## src/rtl/wgt_feeder_if.sv

```systemverilog
// Bus between wgt_feeder and its environment: command, weight SRAM read port,
// weight shift-buffer strobes and the tile handshake with the compute side.
interface wgt_feeder_if #(
    parameter int ADDR_W = 10,
    parameter int TILE_W = 8,
    parameter int DATA_W = 8
);
    logic                     start;
    logic [ADDR_W-1:0]        base_addr;
    logic [TILE_W-1:0]        num_tiles;
    logic                     mem_ren;
    logic [ADDR_W-1:0]        mem_addr;
    logic signed [DATA_W-1:0] mem_rdata;
    logic signed [DATA_W-1:0] wgt_input;
    logic                     wgt_read;
    logic                     tile_valid;
    logic [TILE_W-1:0]        tile_idx;
    logic                     tile_ack;
    logic                     busy;
    logic                     done;

    modport master (
        input  start, base_addr, num_tiles, mem_rdata, tile_ack,
        output mem_ren, mem_addr, wgt_input, wgt_read, tile_valid, tile_idx, busy, done
    );

    modport slave (
        output start, base_addr, num_tiles, mem_rdata, tile_ack,
        input  mem_ren, mem_addr, wgt_input, wgt_read, tile_valid, tile_idx, busy, done
    );
endinterface

```

## src/rtl/wgt_feeder.sv

```systemverilog
// Fetches tiles of four signed weights from SRAM and shifts them serially into
// the 4-deep weight buffer, holding each tile until the compute side acks it.
module wgt_feeder #(
    parameter int ADDR_W = 10,
    parameter int TILE_W = 8,
    parameter int DATA_W = 8
) (
    input  logic         clk,
    input  logic         rst_n,
    wgt_feeder_if.master bus
);
    typedef enum logic [2:0] {IDLE, FETCH, FLUSH, WAIT_ACK, DONE} state_t;

    state_t                   state;
    logic [ADDR_W-1:0]        run_addr;
    logic [ADDR_W-1:0]        mem_addr_r;
    logic [TILE_W-1:0]        num_r;
    logic [TILE_W-1:0]        cnt;
    logic [TILE_W-1:0]        tile_idx_r;
    logic [TILE_W:0]          cnt_nxt;
    logic [1:0]               beat;
    logic                     mem_ren_r;
    logic                     busy_r;
    logic                     done_r;
    logic                     tile_valid_r;
    logic                     vld_p0;
    logic                     vld_p1;
    logic signed [DATA_W-1:0] data_p1;

    // One extra bit so the last-tile compare cannot wrap at num_tiles = 2^TILE_W-1.
    assign cnt_nxt = {1'b0, cnt} + (TILE_W + 1)'(1);

    always_ff @(posedge clk or negedge rst_n) begin
        if (!rst_n) begin
            state        <= IDLE;
            run_addr     <= '0;
            mem_addr_r   <= '0;
            num_r        <= '0;
            cnt          <= '0;
            tile_idx_r   <= '0;
            beat         <= '0;
            mem_ren_r    <= 1'b0;
            busy_r       <= 1'b0;
            done_r       <= 1'b0;
            tile_valid_r <= 1'b0;
        end else begin
            tile_valid_r <= 1'b0;
            done_r       <= 1'b0;
            case (state)
                IDLE: begin
                    if (bus.start) begin
                        num_r <= bus.num_tiles;
                        cnt   <= '0;
                        if (bus.num_tiles == '0) begin
                            state  <= DONE;
                            done_r <= 1'b1;
                        end else begin
                            state      <= FETCH;
                            busy_r     <= 1'b1;
                            mem_ren_r  <= 1'b1;
                            mem_addr_r <= bus.base_addr;
                            run_addr   <= bus.base_addr + ADDR_W'(1);
                            beat       <= '0;
                        end
                    end
                end
                FETCH: begin
                    beat <= beat + 2'd1;
                    if (beat == 2'd3) begin
                        mem_ren_r <= 1'b0;
                        state     <= FLUSH;
                        beat      <= '0;
                    end else begin
                        mem_addr_r <= run_addr;
                        run_addr   <= run_addr + ADDR_W'(1);
                    end
                end
                FLUSH: begin
                    // Two cycles cover SRAM latency plus the input register.
                    beat <= beat + 2'd1;
                    if (beat == 2'd1) begin
                        tile_valid_r <= 1'b1;
                        tile_idx_r   <= cnt;
                        state        <= WAIT_ACK;
                        beat         <= '0;
                    end
                end
                WAIT_ACK: begin
                    if (bus.tile_ack) begin
                        cnt <= cnt_nxt[TILE_W-1:0];
                        if (cnt_nxt < {1'b0, num_r}) begin
                            state      <= FETCH;
                            mem_ren_r  <= 1'b1;
                            mem_addr_r <= run_addr;
                            run_addr   <= run_addr + ADDR_W'(1);
                            beat       <= '0;
                        end else begin
                            state  <= DONE;
                            done_r <= 1'b1;
                            busy_r <= 1'b0;
                        end
                    end
                end
                DONE:    state <= IDLE;
                default: state <= IDLE;
            endcase
        end
    end

    always_ff @(posedge clk or negedge rst_n) begin
        if (!rst_n) begin
            vld_p0  <= 1'b0;
            vld_p1  <= 1'b0;
            data_p1 <= '0;
        end else begin
            // p0: SRAM access in flight, data returns this cycle
            vld_p0 <= mem_ren_r;
            // p1: registered weight presented to the buffer with its shift strobe
            vld_p1 <= vld_p0;
            if (vld_p0) begin
                data_p1 <= bus.mem_rdata;
            end
        end
    end

    assign bus.mem_ren    = mem_ren_r;
    assign bus.mem_addr   = mem_addr_r;
    assign bus.wgt_input  = data_p1;
    assign bus.wgt_read   = vld_p1;
    assign bus.tile_valid = tile_valid_r;
    assign bus.tile_idx   = tile_idx_r;
    assign bus.busy       = busy_r;
    assign bus.done       = done_r;
endmodule

```

## src/flat_wrapper.sv

```systemverilog
// flat-port wrapper written by rule: the top's interface ports become plain ports
module wgt_feeder_flat 
#(
    parameter int ADDR_W = 10,
    parameter int TILE_W = 8,
    parameter int DATA_W = 8
)
  (clk, rst_n, bus_start, bus_base_addr, bus_num_tiles, bus_mem_rdata, bus_tile_ack, bus_mem_ren, bus_mem_addr, bus_wgt_input, bus_wgt_read, bus_tile_valid, bus_tile_idx, bus_busy, bus_done);
  wgt_feeder_if #(.ADDR_W(ADDR_W), .TILE_W(TILE_W), .DATA_W(DATA_W)) bus_i ();
  input  logic clk;
  input  logic rst_n;
  input wire logic [$bits(bus_i.start)-1:0] bus_start;
  input wire logic [$bits(bus_i.base_addr)-1:0] bus_base_addr;
  input wire logic [$bits(bus_i.num_tiles)-1:0] bus_num_tiles;
  input wire logic [$bits(bus_i.mem_rdata)-1:0] bus_mem_rdata;
  input wire logic [$bits(bus_i.tile_ack)-1:0] bus_tile_ack;
  output wire logic [$bits(bus_i.mem_ren)-1:0] bus_mem_ren;
  output wire logic [$bits(bus_i.mem_addr)-1:0] bus_mem_addr;
  output wire logic [$bits(bus_i.wgt_input)-1:0] bus_wgt_input;
  output wire logic [$bits(bus_i.wgt_read)-1:0] bus_wgt_read;
  output wire logic [$bits(bus_i.tile_valid)-1:0] bus_tile_valid;
  output wire logic [$bits(bus_i.tile_idx)-1:0] bus_tile_idx;
  output wire logic [$bits(bus_i.busy)-1:0] bus_busy;
  output wire logic [$bits(bus_i.done)-1:0] bus_done;
  assign bus_i.start = bus_start;
  assign bus_i.base_addr = bus_base_addr;
  assign bus_i.num_tiles = bus_num_tiles;
  assign bus_i.mem_rdata = bus_mem_rdata;
  assign bus_i.tile_ack = bus_tile_ack;
  assign bus_mem_ren = bus_i.mem_ren;
  assign bus_mem_addr = bus_i.mem_addr;
  assign bus_wgt_input = bus_i.wgt_input;
  assign bus_wgt_read = bus_i.wgt_read;
  assign bus_tile_valid = bus_i.tile_valid;
  assign bus_tile_idx = bus_i.tile_idx;
  assign bus_busy = bus_i.busy;
  assign bus_done = bus_i.done;
  wgt_feeder #(.ADDR_W(ADDR_W), .TILE_W(TILE_W), .DATA_W(DATA_W)) u_core (.clk(clk), .rst_n(rst_n), .bus(bus_i));
endmodule
```

## config.mk

```make
export PLATFORM = sky130hd
export DESIGN_NAME = wgt_feeder_flat
export DESIGN_NICKNAME = d
export VERILOG_FILES = /design/src/rtl/wgt_feeder_if.sv /design/src/rtl/wgt_feeder.sv /design/src/flat_wrapper.sv
export SDC_FILE = /design/constraint.sdc
export NUM_CORES = 1
export LEC_CHECK = 0
export ABC_CLOCK_PERIOD_IN_PS = 3500
export CORE_ASPECT_RATIO = 0.6
export CORE_MARGIN = 2
export CORE_UTILIZATION = 29
export DETAILED_ROUTE_END_ITERATION = 10
export SKIP_LAST_GASP = 1
export SLEW_MARGIN = 15
export SYNTH_ARGS = -nofsm -noshare
export SYNTH_HDL_FRONTEND = slang
export SYNTH_SLANG_ARGS = --single-unit
```

## constraint.sdc

```tcl
create_clock -name clk -period 3.5 [get_ports clk]
set_input_delay 0.7 -clock clk [delete_from_list [all_inputs] [get_ports clk]]
set_output_delay 0.7 -clock clk [all_outputs]
set_load 0.01 [all_outputs]
```

==> impl_metrics.json <==
{
  "first_global_vias": 2793,
  "viasPerCell": 4.93,
  "area_growth_pct": 29.9,
  "r2r_slack_ns": 0.37,
  "fillers": 1114,
  "synth_top_family_by_area": "simple AND/OR/NAND/NOR gates",
  "crit_fanout": 12,
  "maxCapViolations": 0,
  "fp.dieH_um": 87.9,
  "coreArea_sq_um": 11400,
  "placed_cells": 553,
  "finalCoreUtilization_pct": 38.8,
  "drtIter0Drc": 226,
  "synth_async_sr_flop_share_pct": 100,
  "io_buffers": 60,
  "synth_area_leaders": "dfrtp_1 (46%), mux2_2 (6.6%), nand2_1 (5.2%)",
  "synth-simple-area-share_pct": 17.1,
  "final_cell_mix": "dfrtp_1 (63), clkdlybuf4s50_1 (59), nand2_1 (47)",
  "cts_max_level": 3,
  "post-place-ws_ns": 0.338,
  "timing.fmax_mhz": 319,
  "grt_pass1_wl_um": 14600,
  "synth_cells": 347,
  "wl_um": 8820,
  "yosys_register_bits": 63,
  "synth_top_area_share_pct": 46.3,
  "yosys.area.top_type": "dfrtp_1",
  "met2_length_um": 3290,
  "fin_crit_sh_pct": 89.6,
  "start_kind": "flip-flop",
  "ys.warnings.count": 0,
  "syn_nets": 389,
  "ys_types": 55,
  "drc_errors": 0,
  "end_kind": "flip-flop",
  "antenna_found_initial": 0,
  "rsz0062_at_grt": "false",
  "clock_latency_ns": 0.33,
  "antenna_left": 0,
  "drive_gt1_share_pct": 11.0,
  "wl_per_cell_um": 15.5,
  "required_ns": 3.72,
  "status": "completed",
  "setup_ws_ns": 0.366,
  "nets": 446,
  "synth_mux_area_share_pct": 9.27,
  "p_total_uw": 3550,
  "synthFlopType": "dfrtp_1",
  "ioPinCount": 61,
  "synth_area_per_cell_sq_um": 9.80,
  "cts_buffers": 9,
  "stdcell_count": 569,
  "cts_tree": "built",
  "grt_usage_pct": 15.2,
  "setup_violations": 0,
  "slew_viol_final": 0,
  "grt_max_degree": 34,
  "grt_overflow": 0,
  "peakVddDrop_uv": 276,
  "p_leak_uw": 0.00189,
  "final_common_cell": "dfrtp_1",
  "skew_ns": 0.00530,
  "hold_buffers": 0,
  "tightest_slew_ns": 0.783,
  "top_layer": "met4",
  "finalHoldViolCount": 0,
  "place.gp.congestion": 0.886,
  "cts_setup_buffers": 0,
  "fp.dieW_um": 144,
  "drt_first_pass_iters": 4,
  "synth.cell_area_sq_um": 3400,
  "initial_core_util_pct": 29.9,
  "clock_sinks": 63,
  "ctsResizeCount": 0,
  "layout_min_cycle_time_ns": 3.13,
  "synth-compound-area-share_pct": 16.8,
  "hold_path_class": "in -> async",
  "synth_edf_count": 0,
  "cts_buffer_depth": 2,
  "fin_setup_tns_ns": 0,
  "synth_xor_area_share_pct": 1.54,
  "met1_length_um": 4710,
  "vias": 2808,
  "synthAdderAreaFrac_pct": 4.41,
  "antenna_cells": 0,
  "crit_arrival_ns": 3.35,
  "power_density_nw_per_um2": 802,
  "dieArea_sq_um": 12600,
  "slew_headroom_pct": 47.8,
  "rows": 30,
  "clk_pin_slew_ns": 0.05,
  "dr_wl_met3_um": 702,
  "crit_type": "reg -> reg",
  "root_buffer": "clkbuf_16",
  "synth-seq-area-share_pct": 46.3,
  "hpwl_um": 6360
}
## metrics by stage
step | hold slack, ns | area (sq um)
finish | 0.447 | 4420
floorplan | 0.352 | 3400
global placement | 0.454 | 4140
global route | 0.467 | 4420
CTS | 0.462 | 4420
detailed placement | 0.446 | 4140
## registers in the layout, summed over array words and instances, names as in the netlist
signal,count
u_core.bus.mem_addr,10
u_core.run_addr,10
u_core.bus.tile_idx,8
u_core.bus.wgt_input,8
u_core.cnt,8
u_core.num_r,8
u_core.state,3
u_core.beat,2
u_core.bus.busy,1
u_core.bus.done,1
u_core.bus.mem_ren,1
u_core.bus.tile_valid,1
u_core.bus.wgt_read,1
u_core.vld_p0,1
## cells in the mapped netlist, drive strengths merged, types with 2 or more instances
library cell / n
a211o: 3
a211oi: 4
a21oi: 8
a22o: 5
a311o: 2
a31oi: 3
and2: 4
and3: 4
buf: 10
clkbuf: 8
dfrtp: 63
ha: 12
inv: 14
mux2: 20
mux2i: 9
nand2: 47
nand2b: 5
nand3: 15
nand3b: 2
nor2: 26
nor3: 6
nor4: 3
nor4b: 2
o2111ai: 2
o211a: 2
o211ai: 4
o21a: 2
o21ai: 32
o31ai: 4
o32ai: 4
xnor2: 4
xor2: 2
## layout make-up
class | instances | area (sq um) | share of cell area, %
inverters | 14 | 52.6 | 1.19
repair buffers | 64 | 638 | 14.4
flip-flops and latches | 63 | 1580 | 35.7
clock inverters | 4 | 20.0 | 0.453
well taps | 160 | 200 | 4.53
multi-input cells | 252 | 1670 | 37.9
clock buffers | 12 | 256 | 5.81
## cells by family after synthesis
| group | after synthesis |
|---|---|
| xor gates and xnor gates | 6 |
| AOI/OAI and AO/OA | 83 |
| muxes | 29 |
| buffers and inverters | 32 |
| and+or+nand+nor | 122 |
| adders and majority gates | 12 |
| DFF | 63 |
## critical path: stages (launching register included)
cell and delay, ns:
dfrtp_1 0.45, ha_1 0.30, nand3_1 0.12, xnor2_1 0.27, ha_1 0.31, o21a_1 0.11, o2111ai_1 0.17, o221a_1 0.43
o211a_1 0.49, mux2_2 0.38
## path summary, 6_finish.rpt
kind | start | endpoint | cells past startpoint
setup / recovery | u_core.cnt[0] | u_core.bus.mem_addr[1] | 9
hold / removal | rst_n | u_core.run_addr[6] | 1
setup reg to reg | u_core.cnt[0] | u_core.bus.mem_addr[1] | 9
hold reg to reg | u_core.bus.mem_ren | u_core.vld_p0 | 0
max in group asynchronous | rst_n | u_core.bus.wgt_input[4] | 2
min in group clk | u_core.bus.mem_ren | u_core.vld_p0 | 0
## where the power goes
part | total (uW) | internal, uW | switching (uW) | leakage, uW
Combinational | 1520 | 666 | 856 | 0.000971
Sequential | 1200 | 975 | 225 | 0.000780
Clock | 823 | 512 | 311 | 0.000142
## per-layer routing
metal | global-route usage [%] | vias up
met2 | 19.1 | 103
met1 | 23.4 | 1330
met5 | 0 | -
met4 | 5.70 | 0
met3 | 5.14 | 11
li1 | - | 1364
Note: power is estimated with default switching activity, not from simulation.
